## config.mk

```make
export PLATFORM = sky130hd
export DESIGN_NAME = systolic_skew_feeder
export DESIGN_NICKNAME = d
export VERILOG_FILES = /design/src/rtl/systolic_skew_feeder.sv
export SDC_FILE = /design/constraint.sdc
export NUM_CORES = 1
export LEC_CHECK = 0
export ABC_AREA = 1
export CAP_MARGIN = 20
export CORE_MARGIN = 3
export CORE_UTILIZATION = 45
export CTS_CLUSTER_DIAMETER = 30
export DETAILED_ROUTE_END_ITERATION = 8
export MAX_ROUTING_LAYER = met4
export PLACE_DENSITY = 0.72
export RECOVER_POWER = 25
export SLEW_MARGIN = 20
export SYNTH_ARGS = -nofsm -noshare
export SYNTH_HDL_FRONTEND = slang
export SYNTH_SLANG_ARGS = --single-unit
```

## constraint.sdc

```tcl
create_clock -name clk -period 4.9 [get_ports clk]
set_clock_uncertainty 0.2 [all_clocks]
set_input_delay 0.735 -clock clk [delete_from_list [all_inputs] [get_ports clk]]
set_output_delay 0.735 -clock clk [all_outputs]
set_load 0.01 [all_outputs]
```

## src/rtl/systolic_skew_feeder.sv

```systemverilog
// Triangular skew feeder for a systolic array: accepts one A column and one B row per k-step
// and presents them on the west/north edges with lane i delayed i cycles relative to lane 0.

module systolic_skew_lane #(
    parameter int DATA_WIDTH = 8,
    parameter int DEPTH      = 1
) (
    input  logic                  clk,
    input  logic                  rst_n,
    input  logic                  clear,
    input  logic                  in_valid,
    input  logic [DATA_WIDTH-1:0] in_data,
    output logic                  out_valid,
    output logic [DATA_WIDTH-1:0] out_data
);

    logic [DATA_WIDTH-1:0] data_q [DEPTH];
    logic [DATA_WIDTH-1:0] data_d [DEPTH];
    logic [DEPTH-1:0]      vld_q;
    logic [DEPTH-1:0]      vld_d;

    // Shift chain next-state; an empty slot always carries zero data.
    always_comb begin
        vld_d = '0;
        for (int s = 0; s < DEPTH; s++) begin
            data_d[s] = '0;
        end
        if (clear) begin
            vld_d = '0;
        end else begin
            vld_d[0]  = in_valid;
            data_d[0] = in_valid ? in_data : '0;
            for (int s = 1; s < DEPTH; s++) begin
                data_d[s] = data_q[s-1];
                vld_d[s]  = vld_q[s-1];
            end
        end
    end

    // Chain registers; the last stage is the lane output register.
    always_ff @(posedge clk or negedge rst_n) begin
        if (!rst_n) begin
            vld_q <= '0;
            for (int s = 0; s < DEPTH; s++) begin
                data_q[s] <= '0;
            end
        end else begin
            vld_q <= vld_d;
            for (int s = 0; s < DEPTH; s++) begin
                data_q[s] <= data_d[s];
            end
        end
    end

    assign out_data  = data_q[DEPTH-1];
    assign out_valid = vld_q[DEPTH-1];

endmodule

module systolic_skew_feeder #(
    parameter  int DATA_WIDTH = 8,
    parameter  int ROWS       = 4,
    parameter  int COLS       = 4,
    parameter  int K_MAX      = 16,
    localparam int KW         = $clog2(K_MAX + 1)
) (
    input  logic                       clk,
    input  logic                       rst_n,
    input  logic                       clear,
    input  logic                       start,
    input  logic [KW-1:0]              k_len,
    input  logic                       in_valid,
    output logic                       in_ready,
    input  logic [DATA_WIDTH*ROWS-1:0] A,
    input  logic [DATA_WIDTH*COLS-1:0] B,
    output logic [DATA_WIDTH*ROWS-1:0] A_out,
    output logic [DATA_WIDTH*COLS-1:0] B_out,
    output logic [ROWS-1:0]            a_valid,
    output logic [COLS-1:0]            b_valid,
    output logic                       busy,
    output logic                       done
);

    localparam int D   = (ROWS > COLS) ? ROWS : COLS;
    localparam int DCW = (D > 1) ? $clog2(D) : 1;
    localparam logic [KW-1:0]  K_MAX_W   = KW'(K_MAX);
    localparam logic [KW-1:0]  K_ONE     = KW'(1);
    localparam logic [DCW-1:0] DRAIN_END = DCW'(D - 2);
    localparam logic [DCW-1:0] D_ONE     = DCW'(1);

    typedef enum logic [1:0] {
        S_IDLE  = 2'd0,
        S_FEED  = 2'd1,
        S_DRAIN = 2'd2
    } state_t;

    state_t         state_q, state_d;
    logic [KW-1:0]  k_len_q, k_len_d;
    logic [KW-1:0]  k_cnt_q, k_cnt_d;
    logic [DCW-1:0] drain_cnt_q, drain_cnt_d;
    logic           in_ready_q, in_ready_d;
    logic           busy_q, busy_d;
    logic           done_q, done_d;
    logic           accept_s;

    function automatic logic [KW-1:0] sat_len(input logic [KW-1:0] len);
        if (len > K_MAX_W) begin
            return K_MAX_W;
        end else begin
            return len;
        end
    endfunction

    assign accept_s = in_valid & in_ready_q & ~clear;

    // Tile sequencing: IDLE -> FEED for k_len accepts -> DRAIN for D-1 cycles -> IDLE with done.
    always_comb begin
        state_d     = state_q;
        k_len_d     = k_len_q;
        k_cnt_d     = k_cnt_q;
        drain_cnt_d = drain_cnt_q;
        done_d      = 1'b0;
        if (clear) begin
            state_d     = S_IDLE;
            k_len_d     = '0;
            k_cnt_d     = '0;
            drain_cnt_d = '0;
        end else begin
            case (state_q)
                S_IDLE: begin
                    if (start && (k_len == '0)) begin
                        done_d = 1'b1;
                    end else if (start) begin
                        k_len_d = sat_len(k_len);
                        k_cnt_d = '0;
                        state_d = S_FEED;
                    end else begin
                        state_d = S_IDLE;
                    end
                end
                S_FEED: begin
                    if (accept_s) begin
                        k_cnt_d = k_cnt_q + K_ONE;
                        if (k_cnt_q == (k_len_q - K_ONE)) begin
                            drain_cnt_d = '0;
                            if (D == 1) begin
                                state_d = S_IDLE;
                                done_d  = 1'b1;
                            end else begin
                                state_d = S_DRAIN;
                            end
                        end else begin
                            state_d = S_FEED;
                        end
                    end else begin
                        state_d = S_FEED;
                    end
                end
                S_DRAIN: begin
                    if (drain_cnt_q == DRAIN_END) begin
                        state_d = S_IDLE;
                        done_d  = 1'b1;
                    end else begin
                        drain_cnt_d = drain_cnt_q + D_ONE;
                    end
                end
                default: begin
                    state_d = S_IDLE;
                end
            endcase
        end
        in_ready_d = (state_d == S_FEED);
        busy_d     = (state_d != S_IDLE);
    end

    // Control state and registered status outputs.
    always_ff @(posedge clk or negedge rst_n) begin
        if (!rst_n) begin
            state_q     <= S_IDLE;
            k_len_q     <= '0;
            k_cnt_q     <= '0;
            drain_cnt_q <= '0;
            in_ready_q  <= 1'b0;
            busy_q      <= 1'b0;
            done_q      <= 1'b0;
        end else begin
            state_q     <= state_d;
            k_len_q     <= k_len_d;
            k_cnt_q     <= k_cnt_d;
            drain_cnt_q <= drain_cnt_d;
            in_ready_q  <= in_ready_d;
            busy_q      <= busy_d;
            done_q      <= done_d;
        end
    end

    assign in_ready = in_ready_q;
    assign busy     = busy_q;
    assign done     = done_q;

    for (genvar i = 0; i < ROWS; i++) begin : g_a_lane
        systolic_skew_lane #(.DATA_WIDTH(DATA_WIDTH), .DEPTH(i + 1)) u_lane (
            .clk      (clk),
            .rst_n    (rst_n),
            .clear    (clear),
            .in_valid (accept_s),
            .in_data  (A[i*DATA_WIDTH +: DATA_WIDTH]),
            .out_valid(a_valid[i]),
            .out_data (A_out[i*DATA_WIDTH +: DATA_WIDTH])
        );
    end

    for (genvar j = 0; j < COLS; j++) begin : g_b_lane
        systolic_skew_lane #(.DATA_WIDTH(DATA_WIDTH), .DEPTH(j + 1)) u_lane (
            .clk      (clk),
            .rst_n    (rst_n),
            .clear    (clear),
            .in_valid (accept_s),
            .in_data  (B[j*DATA_WIDTH +: DATA_WIDTH]),
            .out_valid(b_valid[j]),
            .out_data (B_out[j*DATA_WIDTH +: DATA_WIDTH])
        );
    end

endmodule

```

# Word-level counts from Yosys, hierarchy flattened

Cells that the tools add are included.

Output and inout port bits: 75
Word-level logic and storage cells: 112
Flip-flop bits (word level): 196

$lt $le $gt $ge: 1
Reductions and logical operators: 11
$add $sub $neg: 3
Equal/unequal tests: 11
Bitwise operators: 3
Mux-type cells: 49

Operators with widths:

| cell                  | count |
|---|---|
| $mux W8               | 10 |
| $mux W32              | 2 |
| $mux W24              | 2 |
| $mux W5               | 9 |
| $mux W16              | 2 |
| $mux W2               | 11 |
| $ne A3 B3 Y1 const B  | 4 |
| $pmux W5 S2           | 1 |
| $mux W4               | 2 |
| $reduce_and A4 Y1     | 2 |
| $mux W3               | 2 |
| $pmux W2 S3           | 1 |
| $reduce_bool A2 Y1    | 3 |
| $reduce_bool A3 Y1    | 2 |
| $add A5 B1 Y5 const B | 1 |
| $eq A5 B5 Y1          | 1 |
| $gt A5 B5 Y1 const B  | 1 |
| $logic_not A5 Y1      | 1 |
| $mux W1               | 5 |
| $sub A5 B1 Y5 const B | 1 |
| $eq A2 B1 Y1 const B  | 2 |
| $eq A2 B2 Y1 const B  | 2 |
| $pmux W2 S2           | 1 |
| $ne A3 B2 Y1 const B  | 1 |
| 8 further kinds       | 9 |

# Depth between registers and ports, before layout

Word-level depth: 7
Depth in mapped cells: 13

# Hierarchy

A second synthesis with hierarchy kept.

Cells, all modules: 767
Area, all modules: 7614.8 um2

Modules (own cells, without submodules):

| module                                      | area an instance (um2) | cells each | seq. area each (um2) | times used |
|---|---|---|---|---|
| systolic_skew_lane (g_a_lane[3].u_lane ...) | 1286.2                 | 121        | 900.9                | 2 |
| systolic_skew_lane (g_a_lane[2].u_lane ...) | 979.7                  | 93         | 675.6                | 2 |
| systolic_skew_lane (g_a_lane[1].u_lane ...) | 676.9                  | 65         | 450.4                | 2 |
| systolic_skew_feeder                        | 1111.1                 | 151        | 425.4                | 1 |
| systolic_skew_lane (g_a_lane[0].u_lane ...) | 309.0                  | 29         | 225.2                | 2 |

# Least setup slack after synthesis

OpenSTA, ideal clock, no wires.

Kind: input-to-reg
Start: input clear
End: register k_cnt_q[0]
Arrival time: 1.463 ns
Slack: 3.154 ns
Path buffers: 2
Required time: 4.617 ns
Library setup time: 0.083 ns
Stages on the path: 8
Path through: buf_6 inv_2 buf_6 nand3_2 o21ai_2 nor2_4 nand3_1 o21ai_0

Cells in the longest elaborated chain, start to end: 4
Elaborated cells between the ends (all ways): 8
Classes of those cells: 3 x eq/ne; 1 x mux; 2 x bitwise; 2 x reduce/logical

RTL lines:

| element                            | line | text |
|---|---|---|
| from (decl)                        | 69   | `input logic clear,` |
| $not A1 Y1                         | 114  | `assign accept_s = in_valid & in_ready_q & ~clear;` |
| $and A1 B1 Y1                      | 114  |  |
| $ne A3 B2 Y1 (no source line)      | --   |  |
| $reduce_and A4 Y1 (no source line) | --   |  |
| to (signal assigned)               | 189  | `k_cnt_q <= k_cnt_d;` |
| to (decl)                          | 99   | `logic [KW-1:0] k_cnt_q, k_cnt_d;` |

Parallel ways exist; a longest one is shown, timed or not.
A chain may end at the register's enable or synchronous reset.

==> impl_metrics.yaml <==
clock_network:
  h-tree-depth: 4
  clock-sinks: 181
  cts.clk_slew.worst_paths_ns: 0.06
  cts_setup_buffers: 0
  cts.repair.resized: 0
  cts_hold_buf: 0
  root_buffer: "clkbuf_16"
  numCtsBuffers: 17
  clk_path_buf_depth: 2
  cts_tree: "built"
  insertion_delay_ns: 0.41
global_route:
  grt-ovfl-total: 0
  grt_use_total: 0.147
  antenna_found_initial: 0
  grt_max_degree: 117
  grt_pass1_vias: 4003
  grt_pass1_wl_um: 18600
pwr:
  ir_worst_vdd_mv: 0.225
  p_leak_nw: 4.49
  power_per_cell_area_mw_per_mm2: 345
routing:
  drt_drc_violations_left: 0
  vias_per_cell: 4.14
  routed_wirelength_um: 11600
  drtIter0Drc: 309
  drt_first_pass_iters: 4
  routed_wire_length_per_instance_um: 11.4
  ant_nets: 0
  vias: 4210
hold_path:
  min-delay-path-class: "reg2reg"
  hold_start: "g_b_lane[3].u_lane.data_q[12]"
yosys:
  yosysMostFrequentCell: "inv_1"
  post_synth.cell_area_avg_um2: 9.62
  synth_top_cell_by_area: "dfrtp_1"
  netlist_top_cells_area: "dfrtp_1 65%, inv_1 10%, nor2_1 9.6%"
  syn-num-nets: 802
  synth_top_area_share: 0.650
  synthTopCellsByCount: "187 x inv_1, 181 x dfrtp_1, 179 x nor2_1"
  ys_seq_elements: 181
  syn_inst: 725
  ys_seq_area_frac: 0.650
  synth_area_mm2: 0.00697
  synth_ff_type: "dfrtp_1"
  synthArstFlopShare: 1.00
  synth_edf_count: 0
  synth_warnings: 0
  yosysUniqueCellTypes: 25
sta:
  setup_ws_ns: 1.90
  fmax_mhz: 333
  fin_crit_sh: 0.612
  fin_crit_ns: 3.00
  rsz0062_at_grt: "false"
  slew_headroom: -0.797
  finalHoldViolCount: 0
  slew_viol_final: 117
  tightest_slew_ns: 2.70
  tns_ns: 0
  setup_viol: 0
cells_and_area:
  fillers: 1214
  antenna_cells: 0
  seq_area_mm2: 0.00453
  syn2layout_area_growth_pct: 25.7
  multi_input_comb_area_mm2: 0.00119
  nets: 898
  layout-drive-gt1-share: 0.0647
floorplan:
  dieArea_mm2: 0.0170
  start_util: 0.469
  pin_count: 149
  chipWidth_um: 130
  die_h_um: 130
  fp-row-count: 44
  core-area_mm2: 0.0149
critical_path:
  worst-path-buf-inv: 2
  critPathArrivalTime_ns: 3.34
  cp_max_fo: 116
  slowest_delay_ns: 1.86
  worstPathRequired_ns: 5.24
  path_cells: "clkbuf_2 -> buf_4"
  crit_type: "in2async"
  cp-startpoint: "rst_n"
  r2r_setup_slack_ns: 2.94
  critPathCaptureType: "async pin"
  path_delay_family: "buffers and inverters"
  r2r-start: "k_len_q[0]"
  critPathSlowestCell: "clkbuf_2"
  critPathLaunchType: "input port"
place:
  numPortBuffers: 148
  place.gp.congestion: 0.768
  pre_cts_slack_ns: 2.35
  dp_hpwl_um: 7710
outcome:
  violations: "capacitance limit, slew limit"
  status: "finished with violations"
job:
  drv_cap: 1
flip-flops by register name, indices dropped and copies added, names as in the netlist, 2 cells and up:
| name | flops |
|---|---|
| drain_cnt_q | 2 |
| g_a_lane.u_lane.data_q | 48 |
| g_a_lane.u_lane.out_data | 32 |
| g_b_lane.u_lane.data_q | 48 |
| g_b_lane.u_lane.out_data | 32 |
| g_b_lane.u_lane.vld_q | 3 |
| k_cnt_q | 5 |
| k_len_q | 5 |
| state_q | 2 |
placed cells by master (no fill, tap or decap):
master	netlist	routed
nor2_4	3	3
clkbuf_1	3	3
o21ai_0	3	3
a21oi_4	1	1
o31ai_1	1	1
nand2_1	48	48
clkinvlp_4	0	2
o21ai_2	1	1
clkbuf_8	0	3
clkbuf_16	0	17
clkdlybuf4s50_1	0	146
buf_4	56	4
inv_8	0	1
nor2_2	1	1
ha_1	3	3
dfrtp_1	181	181
nand3_1	14	14
nand2_4	1	1
o21ai_1	2	2
nor3_4	1	1
or2_1	1	1
bufinv_16	0	1
nor2_1	179	179
nor3_1	6	6
inv_6	0	3
nand2_2	2	2
clkinv_2	0	2
nand4_1	6	6
inv_1	187	187
inv_2	7	7
buf_12	0	1
nand3_2	2	2
clkbuf_2	0	1
report_power, final:
group          leakage (nW)  switching [mW]  internal, mW
Clock                 0.276           0.552         0.748
Combinational          1.70           0.106        0.0895
Sequential             2.51          0.0108          1.52
Total                  4.49           0.669          2.36
final timing paths:
path,to,cells after the start
setup / recovery,g_b_lane[3].u_lane.data_q[12],2
hold / removal,g_b_lane[3].u_lane.out_data[4],2
setup reg to reg,busy,13
hold reg to reg,g_b_lane[3].u_lane.out_data[4],2
max in group clk,in_ready,1
min in group asynchronous,g_a_lane[0].u_lane.out_data[1],1
routing by layer:
metal	part of all wire	GRT usage	wire, µm	up-vias
li1	-	-	-	2169
met5	0	-	0	-
met1	0.45	0.180	5210	1908
met4	0.019	0.0569	226	0
met3	0.055	0.0492	639	19
met2	0.48	0.228	5550	114
cells by family (layout without fill, tap and decap cells):
logic type	after synthesis	in the layout	synth area share
simple gates	264	264	0.157
flops	181	181	0.650
fa+ha+maj	3	3	0.00538
compound gates	8	8	0.00825
buf+inv	269	378	0.180
per-stage QoR:
stage	total power, mW	hold slack [ns]	cell area [µm²]	util	cells
finish	3.02	0.252	8770	0.590	1018
global route	3.15	0.269	8770	0.590	1018
CTS	3.06	0.257	8770	0.590	1018
detailed placement	1.76	0.243	8200	0.552	986
global placement	1.75	0.235	8180	0.551	985
floorplan	1.64	0.234	6970	-	725
cell type report:
class / count / share of cell area
flip-flops and latches: 181 / 0.517
repair buffers: 152 / 0.173
multi-input cells: 275 / 0.136
inverters: 194 / 0.0831
clock buffers: 23 / 0.0545
well taps: 184 / 0.0263
clock inverters: 9 / 0.0106
No activity file was read; power rests on OpenSTA's default activity.
